`config.mk`:
```
export PLATFORM = sky130hd
export DESIGN_NAME = alu_seq_acc
export DESIGN_NICKNAME = d
export VERILOG_FILES = /design/src/rtl/alu_seq_pkg.sv /design/src/rtl/alu_seq_mul.sv /design/src/rtl/alu_seq_acc.sv
export SDC_FILE = /design/constraint.sdc
export NUM_CORES = 1
export LEC_CHECK = 0
export ABC_CLOCK_PERIOD_IN_PS = 3200
export BUFFER_PORTS_ARGS = -buffer_cell sky130_fd_sc_hd__buf_4
export CAP_MARGIN = 20
export CORE_MARGIN = 5
export CORE_UTILIZATION = 54
export CTS_CLUSTER_DIAMETER = 30
export CTS_CLUSTER_SIZE = 30
export DETAILED_ROUTE_END_ITERATION = 8
export GPL_TIMING_DRIVEN = 0
export HOLD_SLACK_MARGIN = 0.05
export PLACE_DENSITY = 0.8
export SYNTH_ARGS = -nofsm -noshare
export SYNTH_HDL_FRONTEND = slang
export SYNTH_SLANG_ARGS = --single-unit
```
`constraint.sdc`:
```
create_clock -name clk -period 3.2 [get_ports clk]
set_input_delay 0.64 -clock clk [delete_from_list [all_inputs] [get_ports clk]]
set_output_delay 0.64 -clock clk [all_outputs]
set_load 0.02 [all_outputs]
```
`src/rtl/alu_seq_pkg.sv`:
```
// rtl/alu_seq_pkg.sv - opcodes, FSM states and flag bit positions for alu_seq_acc
package alu_seq_pkg;

    localparam logic [2:0] OP_ADD = 3'd0;
    localparam logic [2:0] OP_SUB = 3'd1;
    localparam logic [2:0] OP_AND = 3'd2;
    localparam logic [2:0] OP_OR  = 3'd3;
    localparam logic [2:0] OP_XOR = 3'd4;
    localparam logic [2:0] OP_SHL = 3'd5;
    localparam logic [2:0] OP_SHR = 3'd6;
    localparam logic [2:0] OP_MUL = 3'd7;

    typedef enum logic [1:0] {
        S_IDLE = 2'd0,
        S_EXEC = 2'd1,
        S_MUL  = 2'd2,
        S_DONE = 2'd3
    } state_t;

    localparam int F_C = 3;
    localparam int F_V = 2;
    localparam int F_N = 1;
    localparam int F_Z = 0;

endpackage

```
`src/rtl/alu_seq_mul.sv`:
```
// rtl/alu_seq_mul.sv - iterative shift-add unsigned multiplier, one bit of b per enabled cycle
// Only instantiated when ALU_MUL_EN is defined.
module alu_seq_mul #(
    parameter int WIDTH = 8
) (
    input  logic                 clk,
    input  logic                 rst_n,
    input  logic                 ena,
    input  logic                 start,
    input  logic [WIDTH-1:0]     a,
    input  logic [WIDTH-1:0]     b,
    output logic                 busy,
    output logic                 done,
    output logic [2*WIDTH-1:0]   product
);

    localparam int CW = $clog2(WIDTH);

    logic [2*WIDTH-1:0] r_mcand;
    logic [2*WIDTH-1:0] r_prod;
    logic [WIDTH-1:0]   r_mplier;
    logic [CW-1:0]      r_cnt;
    logic               r_busy;
    logic               r_done;

    assign busy    = r_busy;
    assign done    = r_done;
    assign product = r_prod;

    always_ff @(posedge clk) begin
        if (!rst_n) begin
            r_mcand  <= '0;
            r_prod   <= '0;
            r_mplier <= '0;
            r_cnt    <= '0;
            r_busy   <= 1'b0;
            r_done   <= 1'b0;
        end else if (ena) begin
            if (start) begin
                r_mcand  <= {{WIDTH{1'b0}}, a};
                r_mplier <= b;
                r_prod   <= '0;
                r_cnt    <= '0;
                r_busy   <= 1'b1;
                r_done   <= 1'b0;
            end else if (r_busy) begin
                if (r_mplier[0]) begin
                    r_prod <= r_prod + r_mcand;
                end
                r_mcand  <= r_mcand << 1;
                r_mplier <= r_mplier >> 1;
                r_cnt    <= r_cnt + CW'(1);
                // done stays high until the next start so the FSM can sample it late
                if (r_cnt == CW'(WIDTH - 1)) begin
                    r_busy <= 1'b0;
                    r_done <= 1'b1;
                end
            end
        end
    end

endmodule

```
`src/rtl/alu_seq_acc.sv`:
```
// rtl/alu_seq_acc.sv - sequential ALU with accumulator, {C,V,N,Z} flags and valid/ready handshakes
// Define ALU_MUL_EN for the iterative multiplier; otherwise op 7 returns an illegal-op marker.
module alu_seq_acc #(
    parameter int WIDTH = 8
) (
    input  logic             clk,
    input  logic             rst_n,
    input  logic             ena,
    input  logic             in_valid,
    output logic             in_ready,
    input  logic [2:0]       op,
    input  logic             use_acc,
    input  logic             acc_clr,
    input  logic [WIDTH-1:0] a,
    input  logic [WIDTH-1:0] b,
    output logic             out_valid,
    input  logic             out_ready,
    output logic [WIDTH-1:0] y,
    output logic [3:0]       flags
);

    import alu_seq_pkg::*;

    localparam int SHW = $clog2(WIDTH);

    state_t           r_state;
    logic [2:0]       r_op;
    logic [WIDTH-1:0] r_a;
    logic [WIDTH-1:0] r_b;
    logic [WIDTH-1:0] r_acc;
    logic [WIDTH-1:0] r_y;
    logic [3:0]       r_flags;

    logic             w_accept;
    logic             w_res_hs;
    logic [WIDTH-1:0] w_a_sel;
    logic [WIDTH-1:0] w_res;
    logic             w_c;
    logic             w_v;
    logic [3:0]       w_flags;
    logic [WIDTH:0]   w_sum;
    logic [WIDTH:0]   w_shl;
    logic [WIDTH:0]   w_shr;
    logic [SHW-1:0]   w_sh;

    assign in_ready  = rst_n && ena && (r_state == S_IDLE);
    assign out_valid = ena && (r_state == S_DONE);
    assign w_accept  = in_valid && in_ready;
    assign w_res_hs  = out_valid && out_ready;
    assign w_a_sel   = use_acc ? r_acc : a;
    assign y         = r_y;
    assign flags     = r_flags;

    // One guard bit on each shift catches the last bit shifted out (zero for amount 0)
    assign w_sh  = r_b[SHW-1:0];
    assign w_shl = {1'b0, r_a} << w_sh;
    assign w_shr = {r_a, 1'b0} >> w_sh;

`ifdef ALU_MUL_EN
    logic               w_mul_busy;
    logic               w_mul_done;
    logic [2*WIDTH-1:0] w_prod;
    logic [3:0]         w_mflags;

    alu_seq_mul #(.WIDTH(WIDTH)) u_mul (
        .clk     (clk),
        .rst_n   (rst_n),
        .ena     (ena),
        .start   (w_accept && (op == OP_MUL)),
        .a       (w_a_sel),
        .b       (b),
        .busy    (w_mul_busy),
        .done    (w_mul_done),
        .product (w_prod)
    );

    always_comb begin
        w_mflags      = '0;
        w_mflags[F_C] = |w_prod[2*WIDTH-1:WIDTH];
        w_mflags[F_N] = w_prod[WIDTH-1];
        w_mflags[F_Z] = (w_prod[WIDTH-1:0] == '0);
    end
`endif

    always_comb begin
        w_res = '0;
        w_c   = 1'b0;
        w_v   = 1'b0;
        w_sum = '0;
        case (r_op)
            OP_ADD: begin
                w_sum = {1'b0, r_a} + {1'b0, r_b};
                w_res = w_sum[WIDTH-1:0];
                w_c   = w_sum[WIDTH];
                w_v   = (r_a[WIDTH-1] == r_b[WIDTH-1]) && (w_res[WIDTH-1] != r_a[WIDTH-1]);
            end
            OP_SUB: begin
                w_sum = {1'b0, r_a} - {1'b0, r_b};
                w_res = w_sum[WIDTH-1:0];
                w_c   = w_sum[WIDTH];
                w_v   = (r_a[WIDTH-1] != r_b[WIDTH-1]) && (w_res[WIDTH-1] != r_a[WIDTH-1]);
            end
            OP_AND: w_res = r_a & r_b;
            OP_OR:  w_res = r_a | r_b;
            OP_XOR: w_res = r_a ^ r_b;
            OP_SHL: begin
                w_res = w_shl[WIDTH-1:0];
                w_c   = w_shl[WIDTH];
            end
            OP_SHR: begin
                w_res = w_shr[WIDTH:1];
                w_c   = w_shr[0];
            end
            OP_MUL: begin
`ifndef ALU_MUL_EN
                w_c = 1'b1;
                w_v = 1'b1;
`endif
            end
        endcase
        w_flags      = '0;
        w_flags[F_C] = w_c;
        w_flags[F_V] = w_v;
        w_flags[F_N] = w_res[WIDTH-1];
        w_flags[F_Z] = (w_res == '0);
    end

    always_ff @(posedge clk) begin
        if (!rst_n) begin
            r_state <= S_IDLE;
            r_op    <= OP_ADD;
            r_a     <= '0;
            r_b     <= '0;
            r_acc   <= '0;
            r_y     <= '0;
            r_flags <= '0;
        end else if (ena) begin
            if (acc_clr) begin
                r_acc <= '0;
            end else if (w_res_hs) begin
                r_acc <= r_y;
            end
            case (r_state)
                S_IDLE: begin
                    if (w_accept) begin
                        r_op <= op;
                        r_a  <= w_a_sel;
                        r_b  <= b;
`ifdef ALU_MUL_EN
                        r_state <= (op == OP_MUL) ? S_MUL : S_EXEC;
`else
                        r_state <= S_EXEC;
`endif
                    end
                end
                S_EXEC: begin
                    r_y     <= w_res;
                    r_flags <= w_flags;
                    r_state <= S_DONE;
                end
                S_MUL: begin
`ifdef ALU_MUL_EN
                    if (w_mul_done && !w_mul_busy) begin
                        r_y     <= w_prod[WIDTH-1:0];
                        r_flags <= w_mflags;
                        r_state <= S_DONE;
                    end
`else
                    r_state <= S_IDLE;
`endif
                end
                S_DONE: begin
                    if (out_ready) begin
                        r_state <= S_IDLE;
                    end
                end
            endcase
        end
    end

endmodule

```
Word level (Yosys, flattened, before mapping)
Index checks and enable logic that the tools add are counted.
Cells by class
  $add $sub $neg: 2
  multipliers: 0
  div/mod/pow operators: 0
  $lt $le $gt $ge: 0
  equal/unequal tests: 16
  shift operators: 2
  muxes and demuxes: 9
  bitwise operators: 3
  reductions and logical operators: 15
Operator list (number)
  $pmux W8 S7: 1
  $mux W8: 3
  $eq A3 B3 Y1 const B: 4
  $add A8 B8 Y9: 1
  $shl A8 B3 Y9: 1
  $shr A9 B3 Y9: 1
  $sub A8 B8 Y9: 1
  $and A8 B8 Y8: 1
  $logic_not A8 Y1: 1
  $or A8 B8 Y8: 1
  $pmux W2 S4: 1
  $xor A8 B8 Y8: 1
  $logic_and A1 B1 Y1: 7
  $eq A3 B2 Y1 const B: 2
  $reduce_and A3 Y1: 2
  $pmux W1 S5: 1
  $eq A2 B2 Y1 const B: 2
  $mux W2: 2
  $ne A2 B2 Y1 const B: 2
  $reduce_and A2 Y1: 2
  $eq A3 B1 Y1 const B: 1
  $logic_not A3 Y1: 1
  $ne A1 B1 Y1: 3
  $pmux W1 S3: 1
  other kinds (4): 4
Storage, ports and cells
  register bits: 41
  latch bits: 0
  memory bits (writable): 0
  memory bits (read-only): 0
  bits of input ports: 26
  memories: 0

Depth between registers and ports, before layout
  depth in word-level cells: 5
  mapped depth: 11

Worst setup path after synthesis
Ideal clock, no wire load.
  path kind: reg2reg
  start point: reg r_b[2]
  end point: reg r_flags[0], in the netlist flags[0]
  arrival: 2.600 ns
  required time: 3.104 ns
  slack: 0.504 ns
  stages on the path, launching flop included: 12
  buffers on the path: 2
  path through: dfxtp_1 -> clkbuf_1 -> inv_1 -> ha_1 -> buf_2 -> nor3_1 -> or3_1 -> and3_1 -> a211o_1 -> nor3_1 -> nand4b_1 -> o41ai_2
Between the ends
  cells in the longest elaborated chain, start to end: 3
Ends and longest elaborated chain
  from (decl): RTL line alu_seq_acc.sv:29  | logic [WIDTH-1:0] r_b;
  from (signal assigned): RTL line alu_seq_acc.sv:133  | r_b <= '0;
  from (signal assigned): RTL line alu_seq_acc.sv:148  | r_b <= b;
  $sub A8 B8 Y9 (tied with other cells): RTL line alu_seq_acc.sv:98  | w_sum = {1'b0, r_a} - {1'b0, r_b};
  $pmux W8 S7 (*): RTL line alu_seq_acc.sv:90  | case (r_op)
  $logic_not A8 Y1 (*): RTL line alu_seq_acc.sv:125  | w_flags[F_Z] = (w_res == '0);
  to (signal assigned): RTL line alu_seq_acc.sv:158  | r_flags <= w_flags;
  to (decl): RTL line alu_seq_acc.sv:32  | logic [3:0] r_flags;
Mark *: on every way between the ends. The rest lies on a longest branch, timed or not.
A chain may end at the register's enable or synchronous reset.

Worst setup path in the final report
  start point: reg r_b[1]
  end point: reg r_flags[0], in the netlist flags[0]
Same word-level chain as after synthesis.

==> summary by stage <==
Yosys
The share of the synthesized area in the top cell type is a little under a quarter. Counting flops with a built-in enable in the synthesized netlist gives 0. Yosys attributes the largest share of cell area to sky130_fd_sc_hd__dfxtp_1 (23%), sky130_fd_sc_hd__ha_1 (9.1%), sky130_fd_sc_hd__nand2_1 (6.4%), sky130_fd_sc_hd__mux2i_1 (5.3%), sky130_fd_sc_hd__mux4_2 (3.9%). The cell type with the largest total area after synthesis is sky130_fd_sc_hd__dfxtp_1. The area of the mapped netlist is 0.00343 mm².

In this run, distinct cell masters in the synthesized netlist total 60. The number of nets in the synthesized netlist is 478. For this run, the leading register cell type out of synthesis is sky130_fd_sc_hd__dfxtp_1.

The commonest cells after synthesis are sky130_fd_sc_hd__nand2_1 (58), sky130_fd_sc_hd__dfxtp_1 (40), sky130_fd_sc_hd__ha_1 (25). The synthesized instance count is around 430. The synthesized flop and latch total is 40. Of all flip-flops after synthesis, the portion carrying an async set or reset was 0%. Each instance of the synthesized netlist takes up on average 8.06 µm². The warning count from the yosys run is 0.

Summing the sequential cell areas from Yosys gives between 20% and 30% of the chip area. The most repeated cell in the gate-level netlist after synthesis is sky130_fd_sc_hd__nand2_1.

Power
The power share of the clock group is roughly a third. The switching power is roughly 390 µW. The total internal power is between 800 and 900 µW. Sequential cells burn approximately 43% of the power. The worst-case IR drop observed on VDD is 0.447 mV. Net switching is 30.8% of the power. In this run the static leakage power is ~0.0017 µW.

The combinational share of power is about a quarter. The ratio of total power to cell area is around 320 mW/mm².

Place
The congestion estimate from routability-driven global placement came to 0.986. The worst setup slack before clock tree synthesis is -0.307 ns. Once placement finished, the instance area stood at about 0.0038 mm².

The cell count after placement is 540. The count of buffers added on input and output ports is 38. The detailed placer's ending HPWL is about 8000 µm.

Timing
The post-route worst setup slack is approximately 0.21 ns. The accumulated negative setup slack is 0 ns. Setup repair after global routing left no endpoint under its margin. Setup violations remaining at the end of the flow were counted as 0.

The part of the cycle the worst path needs is between 90% and 100%. The final-report hold violation count was 0. The transition time at the pin with the least slew margin is between 1 and 1.5 ns.

The final number of max-transition violations is 0. Clock skew on the completed layout was measured at ~0.0054 ns. In this run the tightest slew margin relative to its limit is roughly a quarter. The final period demand of the worst path is roughly 3.0 ns.

Timing would allow up to 335 MHz.

Clock network
After clock tree synthesis, the flow added hold-fix buffers numbering 0. After clock tree synthesis, the clock-pin slew on the worst setup and hold paths is approximately 0.080 ns. The H-tree generated during clock tree synthesis spans 2 levels.

The clock reaches the later pin of the worst-skew pair after just under 0.3 ns. The number of sinks on the clock net is 40. The number of CTS-inserted buffers is 5. The maximum buffer depth of the clock tree is 2. The root buffer cell is sky130_fd_sc_hd__clkbuf_8. TritonCTS built the clock tree.

Run status
The run finished with clean final reports.

Critical path
The category of cells accounting for the largest share of critical-path delay is simple AND/OR/NAND/NOR gates. Counting cells, the worst reg-to-reg path comes to 10. The critical path contains buffers and inverters numbering 2 combined. In this run the critical register-to-register path is captured at flags[0]$_SDFFE_PN0P_. The worst setup path is launched from a register. The critical path capture point type is a register. For flop-to-flop paths, the worst setup slack is around 0.21 ns. For the worst setup path, the data arrival time is 3.19 ns. Walking the worst path, the cells encountered are buf_2 -> inv_1 -> ha_1 -> nor3_1 -> or3_1 -> and3_1 -> a211o_1 -> nor3_4 -> nand4b_1 -> o41ai_2. The startpoint of the worst setup timing path is r_b[1]$_SDFFE_PN0P_.

By startpoint and endpoint, the worst setup path is classified as reg2reg. The logic depth of the worst path, buffers included is 10. The slowest stage of the critical path belongs to the cell sky130_fd_sc_hd__dfxtp_2.

The maximum single-stage delay on the critical path is approximately 0.45 ns. The destination of the critical timing path is flags[0]$_SDFFE_PN0P_. In this run the worst path has a maximum fanout of 10.

The worst register-to-register path begins at r_b[1]$_SDFFE_PN0P_. Data on the critical path is required at its endpoint by around 3.4 ns.

Drt
The number of nets still failing antenna checks after routing is 0. The detailed router finished its first iteration with a little under 400 violations. Using the TritonRoute via totals, the vias-per-cell ratio works out to 6.17. After detailed routing, the total wire length is about 10,000 µm. The wire length per cell is 18.9 µm. The number of detailed-routing iterations run before antenna repair is 5. The via count is between 3,000 and 4,000. The residual DRC count is 0.

GRT
The initial antenna violation count is 0. The number of global-route vias before repair came to ~3,200. Entering global routing, the biggest net connects 13 pins. The global-route wire length before repair is roughly 17,000 µm. After global routing the overflow that remains totals 0. The total routing resource utilization after global routing is between 20% and 30%.

Die
The overall die width is around 90 µm. The number of top-level pins is 40. The die area is about 0.0080 mm². For this configuration, the core starts out at a cell density of 54.6%. In this run the standard cell core region covers 0.00628 mm².

The height of the die is ~90 µm. The number of core rows is 29.

Finish
The antenna diode instance count is 0. Leaving out filler cells and counting taps, the final layout contains 548. The final cell area excluding filler cells is about 0.004 mm².

The area growth from synthesis to layout is 15.1%. The number of nets in the finished design is about 520. The fraction of final layout cells with drive strength greater than 1 is between 10% and 20%.

The count of filler cells inserted in the layout is between 500 and 600.

Job
The reported max-cap violation count is 0.

Worst hold path
The type of the most critical hold path is reg2reg.
[layout by cell type, fill, tap and decap left out, types with 14 or more instances in the layout]
| cell type | n |
|---|---|
| sky130_fd_sc_hd__nand2_1 | 58 |
| sky130_fd_sc_hd__buf_4 | 39 |
| sky130_fd_sc_hd__dfxtp_1 | 37 |
| sky130_fd_sc_hd__ha_1 | 25 |
| sky130_fd_sc_hd__inv_1 | 23 |
| sky130_fd_sc_hd__o21ai_0 | 20 |
| sky130_fd_sc_hd__nor2_1 | 18 |
| sky130_fd_sc_hd__mux2i_1 | 18 |
| sky130_fd_sc_hd__a21oi_1 | 18 |
| sky130_fd_sc_hd__nor3_1 | 16 |
| sky130_fd_sc_hd__clkbuf_1 | 16 |
| sky130_fd_sc_hd__a22oi_1 | 14 |
[cell type report]
cell class | count | area, µm² | share of cell area, %
clock buffers | 6 | 72.6 | 1.84
plain buffers | 29 | 135 | 3.43
flip-flops and latches | 40 | 805 | 20.4
well taps | 77 | 96.3 | 2.44
clock inverters | 2 | 35.0 | 0.888
inverters | 24 | 90.1 | 2.28
multi-input cells | 332 | 2420 | 61.5
repair buffers | 38 | 285 | 7.23
[worst min-delay path, stage by stage, from the launching register on]
cell and delay [ns]:
sky130_fd_sc_hd__dfxtp_1 0.33, sky130_fd_sc_hd__nand2_1 0.05, sky130_fd_sc_hd__a21boi_0 0.06
[registers in the layout, summed over array words and instances (netlist names)]
| name | cells |
|---|---|
| r_a | 8 |
| r_op | 3 |
| r_state | 2 |
| flags | 4 |
| y | 7 |
| r_b | 8 |
| r_acc | 8 |
[per-layer routing]
layer  vias to the layer above  part of all wire, %  GRT usage (%)
li1                       1626                    -              -
met4                         0                  2.9           8.39
met5                         -                    0              0
met1                      1559                   43           36.9
met2                       169                   46           44.4
met3                        29                  8.5           4.47
[power by group through the flow]
stage / combinational, µW / clock [µW] / sequential (µW)
after floorplan: 196 / 0 / 560
after global placement: 299 / 0 / 561
after detailed placement: 303 / 0 / 561
after CTS: 306 / 414 / 550
after global routing: 344 / 430 / 555
final: 313 / 413 / 552
[cell families (layout without fill, tap and decap cells)]
group,after synthesis,after routing,share of synthesized area (%)
xor+xnor,6,6,1.53
compound gates,118,118,24.9
fa+ha+maj,27,27,10.3
flops,40,40,23.4
mux,28,28,11.4
simple gates,153,153,22.0
buf+inv,53,99,6.46
[metrics by stage]
step / util, % / hold slack (ns) / total power (µW)
after global routing: 62.8 / 0.512 / 1330
final: 62.8 / 0.490 / 1280
after CTS: 62.5 / 0.494 / 1270
after detailed placement: 60.7 / 0.481 / 865
after floorplan: - / 0.460 / 756
after global placement: 60.7 / 0.475 / 859
[how the worst min path moves through the flow]
stage / from / end / cells past startpoint
floorplan: r_b[7]$_SDFFE_PN0P_ / r_b[7]$_SDFFE_PN0P_ / 2
global placement: r_b[7]$_SDFFE_PN0P_ / r_b[7]$_SDFFE_PN0P_ / 2
detailed placement: y[1]$_SDFFE_PN0P_ / y[1]$_SDFFE_PN0P_ / 2
CTS: r_b[5]$_SDFFE_PN0P_ / r_b[5]$_SDFFE_PN0P_ / 2
global route: r_b[6]$_SDFFE_PN0P_ / r_b[6]$_SDFFE_PN0P_ / 2
finish: r_b[5]$_SDFFE_PN0P_ / r_b[5]$_SDFFE_PN0P_ / 2
[what timing repair did]
action / in CTS / in global routing
buffers inserted: 0 / 0
hold endpoints to repair: 0 / 0
resized for setup: 2 / 8
endpoints found under the setup margin: 3 / 2
gates cloned: 0 / 0
Power figures use the tool's default switching activity.
